<file path="src/rtl/note_hit_scorer_if.sv">
// Bundle of game-control inputs and judging outputs for note_hit_scorer.
//
// Handshake semantics: there is no valid/ready flow control on this bus.
// Inputs are sampled on every rising edge of clk. tick and spawn are
// single-cycle strobes. btn is a debounced level, and its rising edge is a
// press. hit and miss are single-cycle registered pulses. score, streak and
// overflow are registered levels.
interface note_hit_scorer_if;
  logic       play;
  logic       tick;
  logic [2:0] spawn;
  logic [2:0] btn;
  logic [2:0] hit;
  logic [2:0] miss;
  logic [7:0] score;
  logic [5:0] streak;
  logic       overflow;
  logic       dbg_state;  // 1 = RUN, 0 = IDLE

  modport master (
    output play, tick, spawn, btn,
    input  hit, miss, score, streak, overflow, dbg_state
  );

  modport slave (
    input  play, tick, spawn, btn,
    output hit, miss, score, streak, overflow, dbg_state
  );
endinterface

</file>
<file path="src/rtl/note_hit_scorer.sv">
// Three-lane rhythm-game note tracker and hit judge.
// Each lane holds SLOTS notes that travel from position 0 towards HIT_HI.
// The rising edge of a button judges the note that is furthest along inside
// the hit window. A note that travels past HIT_HI escapes and counts as a miss.
module note_hit_scorer #(
  parameter int SLOTS  = 4,
  parameter int HIT_LO = 440,
  parameter int HIT_HI = 490
) (
  input  logic               clk,
  input  logic               reset,
  note_hit_scorer_if.slave   bus
);

  localparam int          IDX_W = (SLOTS > 1) ? $clog2(SLOTS) : 1;
  localparam logic [9:0]  LO    = 10'(HIT_LO);
  localparam logic [9:0]  HI    = 10'(HIT_HI);

  // The game state is a direct decode of play, so it has no register of its
  // own. It is still exported for observation.
  typedef enum logic {ST_IDLE = 1'b0, ST_RUN = 1'b1} state_t;

  state_t           w_state;

  // Board state
  logic [SLOTS-1:0] r_valid [3];
  logic [9:0]       r_pos   [3][SLOTS];
  logic [2:0]       r_btn_q;
  logic [2:0]       r_hit;
  logic [2:0]       r_miss;
  logic [7:0]       r_score;
  logic [5:0]       r_streak;
  logic             r_overflow;

  // Judging and next-state wires
  logic [2:0]       w_press;
  logic [2:0]       w_found;
  logic [IDX_W-1:0] w_hit_idx  [3];
  logic [9:0]       w_best_pos [3];
  logic [SLOTS-1:0] w_valid_nxt [3];
  logic [9:0]       w_pos_nxt   [3][SLOTS];
  logic [2:0]       w_hit;
  logic [2:0]       w_miss;
  logic [2:0]       w_escape;
  logic [2:0]       w_placed;
  logic             w_drop;
  logic [1:0]       w_n_hits;
  logic [8:0]       w_score_sum;
  logic [6:0]       w_streak_sum;
  logic [7:0]       w_score_nxt;
  logic [5:0]       w_streak_nxt;

  // Decode the game state from play.
  always_comb begin
    w_state = bus.play ? ST_RUN : ST_IDLE;
  end

  // Detect button edges, then pick each lane's hit candidate. The candidate is
  // the valid slot inside the window with the largest position. The strict '>'
  // makes the lower index win a tie.
  always_comb begin
    w_press = bus.btn & ~r_btn_q;
    for (int l = 0; l < 3; l++) begin
      w_found[l]    = 1'b0;
      w_hit_idx[l]  = '0;
      w_best_pos[l] = '0;
      for (int s = 0; s < SLOTS; s++) begin
        if (r_valid[l][s] && (r_pos[l][s] >= LO) && (r_pos[l][s] <= HI) &&
            (!w_found[l] || (r_pos[l][s] > w_best_pos[l]))) begin
          w_found[l]    = 1'b1;
          w_hit_idx[l]  = IDX_W'(s);
          w_best_pos[l] = r_pos[l][s];
        end
      end
    end
  end

  // Update slots from the pre-update positions. A hit slot is cleared rather
  // than advanced. Escapes are cleared on a tick. A spawn only claims a slot
  // that was already free before this edge.
  always_comb begin
    for (int l = 0; l < 3; l++) begin
      w_valid_nxt[l] = r_valid[l];
      for (int s = 0; s < SLOTS; s++) begin
        w_pos_nxt[l][s] = r_pos[l][s];
      end
    end
    w_hit    = '0;
    w_miss   = '0;
    w_escape = '0;
    w_placed = '0;
    w_drop   = 1'b0;

    if (w_state == ST_RUN) begin
      for (int l = 0; l < 3; l++) begin
        w_hit[l] = w_press[l] & w_found[l];

        for (int s = 0; s < SLOTS; s++) begin
          if (r_valid[l][s]) begin
            if (w_hit[l] && (w_hit_idx[l] == IDX_W'(s))) begin
              w_valid_nxt[l][s] = 1'b0;
              w_pos_nxt[l][s]   = '0;
            end else if (bus.tick) begin
              if (r_pos[l][s] == HI) begin
                w_valid_nxt[l][s] = 1'b0;
                w_pos_nxt[l][s]   = '0;
                w_escape[l]       = 1'b1;
              end else begin
                w_pos_nxt[l][s] = r_pos[l][s] + 10'd1;
              end
            end
          end
        end

        // One judgement per lane per cycle. A hit masks a same-cycle escape.
        w_miss[l] = (w_press[l] & ~w_found[l]) | (w_escape[l] & ~w_hit[l]);

        if (bus.spawn[l]) begin
          for (int s = 0; s < SLOTS; s++) begin
            if (!r_valid[l][s] && !w_placed[l]) begin
              w_valid_nxt[l][s] = 1'b1;
              w_pos_nxt[l][s]   = '0;
              w_placed[l]       = 1'b1;
            end
          end
          if (!w_placed[l]) begin
            w_drop = 1'b1;
          end
        end
      end
    end
  end

  // Apply saturating score and streak arithmetic. Any miss resets the streak.
  always_comb begin
    w_n_hits     = {1'b0, w_hit[0]} + {1'b0, w_hit[1]} + {1'b0, w_hit[2]};
    w_score_sum  = {1'b0, r_score} + {7'd0, w_n_hits};
    w_streak_sum = {1'b0, r_streak} + {5'd0, w_n_hits};
    w_score_nxt  = (w_score_sum > 9'd255) ? 8'd255 : w_score_sum[7:0];
    if (|w_miss) begin
      w_streak_nxt = '0;
    end else begin
      w_streak_nxt = (w_streak_sum > 7'd63) ? 6'd63 : w_streak_sum[5:0];
    end
  end

  // Hold all game state. Reset clears it asynchronously. overflow is sticky.
  always_ff @(posedge clk or negedge reset) begin
    if (!reset) begin
      for (int l = 0; l < 3; l++) begin
        r_valid[l] <= '0;
        for (int s = 0; s < SLOTS; s++) begin
          r_pos[l][s] <= '0;
        end
      end
      r_btn_q    <= '0;
      r_hit      <= '0;
      r_miss     <= '0;
      r_score    <= '0;
      r_streak   <= '0;
      r_overflow <= 1'b0;
    end else begin
      for (int l = 0; l < 3; l++) begin
        r_valid[l] <= w_valid_nxt[l];
        for (int s = 0; s < SLOTS; s++) begin
          r_pos[l][s] <= w_pos_nxt[l][s];
        end
      end
      r_btn_q  <= bus.btn;
      r_hit    <= w_hit;
      r_miss   <= w_miss;
      r_score  <= w_score_nxt;
      r_streak <= w_streak_nxt;
      if (w_drop) begin
        r_overflow <= 1'b1;
      end
    end
  end

  assign bus.hit       = r_hit;
  assign bus.miss      = r_miss;
  assign bus.score     = r_score;
  assign bus.streak    = r_streak;
  assign bus.overflow  = r_overflow;
  assign bus.dbg_state = (w_state == ST_RUN);

endmodule
</file>
<file path="src/flat_wrapper.sv">
// flat-port wrapper written by rule: the top's interface ports become plain ports
module note_hit_scorer_flat 
#(
  parameter int SLOTS  = 4,
  parameter int HIT_LO = 440,
  parameter int HIT_HI = 490
)
  (clk, reset, bus_play, bus_tick, bus_spawn, bus_btn, bus_hit, bus_miss, bus_score, bus_streak, bus_overflow, bus_dbg_state);
  note_hit_scorer_if bus_i ();
  input  logic clk;
  input  logic reset;
  input wire logic [$bits(bus_i.play)-1:0] bus_play;
  input wire logic [$bits(bus_i.tick)-1:0] bus_tick;
  input wire logic [$bits(bus_i.spawn)-1:0] bus_spawn;
  input wire logic [$bits(bus_i.btn)-1:0] bus_btn;
  output wire logic [$bits(bus_i.hit)-1:0] bus_hit;
  output wire logic [$bits(bus_i.miss)-1:0] bus_miss;
  output wire logic [$bits(bus_i.score)-1:0] bus_score;
  output wire logic [$bits(bus_i.streak)-1:0] bus_streak;
  output wire logic [$bits(bus_i.overflow)-1:0] bus_overflow;
  output wire logic [$bits(bus_i.dbg_state)-1:0] bus_dbg_state;
  assign bus_i.play = bus_play;
  assign bus_i.tick = bus_tick;
  assign bus_i.spawn = bus_spawn;
  assign bus_i.btn = bus_btn;
  assign bus_hit = bus_i.hit;
  assign bus_miss = bus_i.miss;
  assign bus_score = bus_i.score;
  assign bus_streak = bus_i.streak;
  assign bus_overflow = bus_i.overflow;
  assign bus_dbg_state = bus_i.dbg_state;
  note_hit_scorer #(.SLOTS(SLOTS), .HIT_LO(HIT_LO), .HIT_HI(HIT_HI)) u_core (.clk(clk), .reset(reset), .bus(bus_i));
endmodule
</file>
<file path="config.mk">
export PLATFORM = sky130hd
export DESIGN_NAME = note_hit_scorer_flat
export DESIGN_NICKNAME = d
export VERILOG_FILES = /design/src/rtl/note_hit_scorer_if.sv /design/src/rtl/note_hit_scorer.sv /design/src/flat_wrapper.sv
export SDC_FILE = /design/constraint.sdc
export NUM_CORES = 1
export LEC_CHECK = 0
export ABC_AREA = 0
export CORE_MARGIN = 3
export CORE_UTILIZATION = 65
export CTS_BUF_LIST = sky130_fd_sc_hd__clkbuf_8
export CTS_CLUSTER_SIZE = 8
export DETAILED_ROUTE_END_ITERATION = 8
export PLACE_DENSITY_LB_ADDON = 0.08
export SETUP_SLACK_MARGIN = 0.3
export SLEW_MARGIN = 20
export SYNTH_ARGS = -nofsm -noshare
export SYNTH_HDL_FRONTEND = slang
export SYNTH_SLANG_ARGS = --single-unit
</file>
<file path="constraint.sdc">
create_clock -name clk -period 12.3 [get_ports clk]
set_clock_uncertainty 0.1 [all_clocks]
set_input_delay 1.23 -clock clk [delete_from_list [all_inputs] [get_ports clk]]
set_output_delay 1.23 -clock clk [all_outputs]
set_load 0.02 [all_outputs]
</file>
# Yosys cells after proc, flatten, opt, wreduce, memory -nomap -nowiden

Index checks and enable logic that the tools add are counted.

Magnitude comparators: 35
Reductions and logical operators: 94
Mux-type cells: 256
Bitwise logic cells: 20
$add $sub $neg: 16
Equal/unequal tests: 21

Operators by type and width:

| kind                  | count |
|---|---|
| $mux 10               | 69 |
| $mux 1                | 170 |
| $add 10x1->10 const B | 12 |
| $eq 10x9->1 const B   | 12 |
| $ge 10x9->1 const B   | 12 |
| $le 10x9->1 const B   | 12 |
| $mux 40               | 3 |
| $gt 10x10->1          | 9 |
| $logic_and 1x1->1     | 54 |
| $logic_not 1->1       | 27 |
| $eq 2x2->1 const B    | 6 |
| $mux 2                | 6 |
| $mux 4                | 3 |
| $mux 6                | 2 |
| $add 8x2->9           | 1 |
| $and 1x1->1           | 9 |
| $gt 9x8->1 const B    | 1 |
| $logic_or 1x1->1      | 9 |
| $mux 8                | 1 |
| $add 6x2->7           | 1 |
| $gt 7x6->1 const B    | 1 |
| $eq 2x1->1 const B    | 3 |
| $logic_not 2->1       | 3 |
| $mux 3                | 2 |
| other kinds (7)       | 14 |

Input port bits: 10
Output and inout port bits: 22
Register bits after elaboration: 156

# Depth between registers and ports, before layout

Depth in word-level cells: 38
Mapped depth: 36

# Least setup slack after synthesis

Ideal clock, no wire load.

Kind: flip-flop to flip-flop
Start point: register u_core.r_pos[114] in the netlist's numbering
End point: register u_core.r_pos[108] in the netlist's numbering
Required time: 12.080 ns
Path slack: 5.186 ns
Cell stages (with the launch flop): 35
Arrival: 6.894 ns
Library setup time: 0.120 ns
Clock period less this slack: 7.114 ns
Path through: dfrtp_1 buf_6 or2_1 o221ai_1 a41o_1 buf_6 clkbuf_1 nand2_1 ha_1 a21o_1 a21o_1 a211oi_1 nor3_1 o31ai_4 buf_2 nor2_1 a31oi_1 ha_1 and4_1 o21ai_0 a21oi_1 o31ai_1 clkbuf_1 a21oi_1 a31o_2 ha_1 a21o_1 a21oi_1 nand2_1 o21a_1 a211oi_2 nand2b_2 and3_1 buf_2 a31o_2

Cells in the longest elaborated chain, start to end: 22
Elaborated cells between the ends (all ways): 33

Ends and longest elaborated chain:

| element                                         | RTL line                                      | text |
|---|---|---|
| from (decl)                                     | note_hit_scorer.sv:27                         | `logic [9:0] r_pos [3][SLOTS];` |
| from (signal, indexed assignment)               | note_hit_scorer.sv:166                        | `r_pos[l][s] <= w_pos_nxt[l][s];` |
| $ge 10x9->1                                     | note_hit_scorer.sv:68                         | `if (r_valid[l][s] && (r_pos[l][s] >= LO) && (r_pos[l][s] <= HI) &&` |
| $logic_and 1x1->1 (2 in series)                 | note_hit_scorer.sv:68                         |  |
| $mux 10 or $mux 1 (tied branches)               | note_hit_scorer.sv:68                         |  |
| $gt 10x10->1 or $logic_not 1->1 (tied branches) | note_hit_scorer.sv:69                         | `(!w_found[l] \|\| (r_pos[l][s] > w_best_pos[l]))) begin` |
| $logic_or 1x1->1                                | note_hit_scorer.sv:69                         |  |
| $logic_and 1x1->1                               | note_hit_scorer.sv:68                         |  |
| $mux 10 or $mux 1 (tied branches)               | note_hit_scorer.sv:68                         |  |
| $gt 10x10->1 or $logic_not 1->1 (tied branches) | note_hit_scorer.sv:69                         |  |
| (+5 left out)                                   | --                                            |  |
| $logic_and 1x1->1                               | note_hit_scorer.sv:68                         |  |
| $mux 2 or $mux 1 (tied branches)                | note_hit_scorer.sv:68                         |  |
| $eq 2x1->1 or $and 1x1->1 (tied branches)       | note_hit_scorer.sv:100, note_hit_scorer.sv:96 |  |
| $logic_and 1x1->1 *                             | note_hit_scorer.sv:100                        | `if (w_hit[l] && (w_hit_idx[l] == IDX_W'(s))) begin` |
| $mux 10 *                                       | note_hit_scorer.sv:100                        |  |
| $mux 10 *                                       | note_hit_scorer.sv:99                         | `if (r_valid[l][s]) begin` |
| $mux 10                                         | note_hit_scorer.sv:120                        | `if (!r_valid[l][s] && !w_placed[l]) begin` |
| $mux 40 *                                       | note_hit_scorer.sv:118                        | `if (bus.spawn[l]) begin` |

Every way passes the cells marked *; elsewhere a longest branch is shown, timed or not.
A chain may end at the register's enable or synchronous reset.

# Worst setup path after layout

Start point: register u_core.r_pos[70] in the netlist's numbering
End point: register u_core.r_pos[76] in the netlist's numbering

Cells in the longest elaborated chain, start to end: 22
Elaborated cells between the ends (all ways): 37

Ends and longest elaborated chain:

| element                                         | RTL line |
|---|---|
| $ge 10x9->1                                     | note_hit_scorer.sv:68 |
| $logic_and 1x1->1 (2 in series)                 | note_hit_scorer.sv:68 |
| $mux 10 or $mux 1 (tied branches)               | note_hit_scorer.sv:68 |
| $gt 10x10->1 or $logic_not 1->1 (tied branches) | note_hit_scorer.sv:69 |
| $logic_or 1x1->1                                | note_hit_scorer.sv:69 |
| $logic_and 1x1->1                               | note_hit_scorer.sv:68 |
| $mux 10 or $mux 1 (tied branches)               | note_hit_scorer.sv:68 |
| $gt 10x10->1 or $logic_not 1->1 (tied branches) | note_hit_scorer.sv:69 |
| (+5 left out)                                   | -- |
| $logic_and 1x1->1                               | note_hit_scorer.sv:68 |
| $mux 1 or $mux 2 (tied branches)                | note_hit_scorer.sv:68 |
| $and 1x1->1 or $logic_not 2->1 (tied branches)  | note_hit_scorer.sv:96, note_hit_scorer.sv:100 |
| $logic_and 1x1->1                               | note_hit_scorer.sv:100 |
| $mux 10 *                                       | note_hit_scorer.sv:100 |
| $mux 10 *                                       | note_hit_scorer.sv:99 |
| $mux 10                                         | note_hit_scorer.sv:120 |
| $mux 40 *                                       | note_hit_scorer.sv:118 |

Marked as above.

==> impl_metrics.py <==
metrics = {
    "outcome": {
        "status": "complete, no violations",
    },
    "timing": {
        "grt_setup_unrepaired": "no",
        "timing.final.ws_setup_ns": 4.27,
        "setup_viol_count_final": 0,
        "slew_headroom_pct": 26.2,
        "fmax_ghz": 0.124,
        "fin_crit_sh_pct": 65.3,
        "min_period_ns": 8.03,
        "worst_slew_pin_slew_ns": 1.10,
        "final.setup.tns_ns": 0,
        "drv_slew": 0,
        "hold_slack_ns": 0.395,
        "finalHoldViolations": 0,
    },
    "drt": {
        "dr_wl_met2_mm": 15.4,
        "dr_wl_met3_mm": 2.01,
        "via_count": 11800,
        "first_pass_iters": 9,
        "wl_met1_mm": 14.0,
        "viasPerCell": 6.52,
        "drc": 0,
        "dr.first_iter.drc_count": 1070,
        "totalWireLength_mm": 32.2,
        "drtAntennaViolNets": 0,
        "wl_per_cell_um": 17.8,
        "route.top_layer_used": "met4",
    },
    "final_layout": {
        "drive_above_1_share_pct": 6.37,
        "fin_nets": 1673,
        "diodes": 0,
        "layoutNonFillerInstCount": 1814,
        "syn2layout_area_growth_pct": 5.89,
        "nFillCells": 1565,
        "final_common_cell": "nand2_1",
        "postLayoutCellArea_mm2": 0.0134,
        "fin_util_pct": 70.8,
        "final_cell_mix": "nand2_1 (184), dfrtp_1 (156), nor2_1 (124), ha_1 (118), inv_1 (93)",
    },
    "critical_path": {
        "arrival_ns": 8.25,
        "critPathMaxStageDelay_ns": 0.61,
        "worstSetupPathType": "register to register",
        "cp_data_required_time_ns": 12.52,
        "slowest_stage": "or3b_1",
        "critPathLaunchType": "register",
        "cpMostUsedCell": "a21o_1",
        "worstPathMaxFanout": 15,
        "end_kind": "register",
    },
    "yosys": {
        "synth_edf_count": 0,
        "async_reset_ff_share_pct": 100,
        "synthFlopType": "dfrtp_1",
        "yosysWarnings": 0,
        "syn_area_mm2": 0.0126,
        "synth_cell_types": 96,
        "yosys_register_bits": 156,
        "seq_area_frac_synth_pct": 30.9,
        "synthCells": 1551,
        "syn_area_per_cell_um2": 8.14,
    },
    "global_routing": {
        "grt_pass1_wl_mm": 54.9,
        "grt-ovfl-total": 0,
        "antenna_found_initial": 0,
        "grt_usage_pct": 30.7,
        "grt_pass1_vias": 11200,
        "grt_max_degree": 91,
    },
    "cts": {
        "cts_setup_buffers": 0,
        "clk_latency_ns": 0.48,
        "cts_resized": 0,
        "hold_buffers": 0,
        "cts_max_path_buffers": 2,
        "clockRootBuffer": "clkbuf_8",
        "path_clk_slew_ns": 0.09,
        "numClockSinks": 156,
        "tritoncts": "done",
        "cts_buffers": 17,
        "h-tree-depth": 4,
    },
    "placement": {
        "dp_hpwl_mm": 23.3,
        "dp_cells": 1783,
        "place_area_mm2": 0.0130,
        "portBuffers": 31,
        "place_ws_ns": 4.43,
        "gp_congestion": 0.976,
    },
    "die": {
        "die-area_mm2": 0.0211,
        "core_area_mm2": 0.0189,
        "die_w_um": 145,
        "start_util_pct": 66.8,
        "pin_count": 32,
        "die_y_um": 145,
        "rows": 50,
    },
    "flow_run": {
        "cap_viol_max_count": 0,
    },
    "power": {
        "peakVddDrop_mv": 0.0909,
        "p_total_mw": 1.98,
        "p_per_area_mw_per_mm2": 148,
        "leakage_nw": 5.99,
    },
    "worst_hold_path": {
        "worstHoldPathType": "register to register",
    },
}
==> critical path, delay by kind of cell, from the launching register on <==
kind | cells | cell delay (ns)
buffers and inverters | 3 | 0.37
adders and majority gates | 4 | 0.93
DFF | 1 | 0.41
and+or+nand+nor | 6 | 1.62
muxes | 1 | 0.41
AOI/OAI and AO/OA | 18 | 4.06
==> sequential cells by signal, indices dropped and copies added (netlist names) <==
name,cells
u_core.r_pos,120
u_core.bus.streak,6
u_core.bus.hit,3
u_core.bus.score,8
u_core.r_valid,12
u_core.r_btn_q,3
u_core.bus.miss,3
u_core.bus.overflow,1
==> final cells by class <==
cell class,instances,area (um2),area share [%]
Sequential cell,156,3900,29.2
Multi-Input combinational cell,1232,8060,60.3
Inverter,97,367,2.74
Clock inverter,13,116,0.870
Tap cell,260,325,2.43
Clock buffer,18,248,1.85
Timing Repair Buffer,38,354,2.65
==> kinds of logic (layout without fill, tap and decap cells) <==
group	after synthesis	after routing	share of synthesized area, %
XOR/XNOR	6	6	0.416
adder cells (fa/ha/maj)	121	121	12.2
AND/OR/NAND/NOR	633	633	25.0
flip-flops	156	156	30.9
AO/OA/AOI/OAI	443	443	24.2
multiplexers	20	20	1.71
buffers and inverters	171	166	5.52
other	1	9	0.0297
==> cells in the mapped netlist (43+ instances only) <==
master,n,area [um2]
a21oi_1,82,410
nand4_1,46,288
o21ai_0,81,405
a21o_1,43,323
nor2_1,124,465
nand3_1,77,385
nor3_1,44,220
nand2_1,184,691
dfrtp_1,156,3900
inv_1,92,345
a31oi_1,60,375
ha_1,118,1480
==> report_power, final <==
group	switching, mW	internal, mW
logic	0.456	0.346
clock network	0.213	0.164
registers	0.191	0.609
==> worst paths after layout <==
check,from,slack (ns),cells past startpoint,end
min in group asynchronous,reset,0.73,1,u_core.r_pos[25]
hold reg to reg,u_core.bus.overflow,0.40,1,u_core.bus.overflow
max in group asynchronous,reset,9.98,2,u_core.r_valid[8]
setup / recovery,u_core.r_pos[70],4.27,32,u_core.r_pos[76]
hold / removal,u_core.bus.overflow,0.40,1,u_core.bus.overflow
setup reg to reg,u_core.r_pos[70],4.27,32,u_core.r_pos[76]
==> per-layer routing <==
metal / track usage [%] / vias to the layer above
li1: - / 5721
met1: 41.1 / 5619
met2: 51.1 / 414
met3: 5.20 / 68
met4: 10.4 / 0
met5: 0 / -
Power figures use the tool's default switching activity.
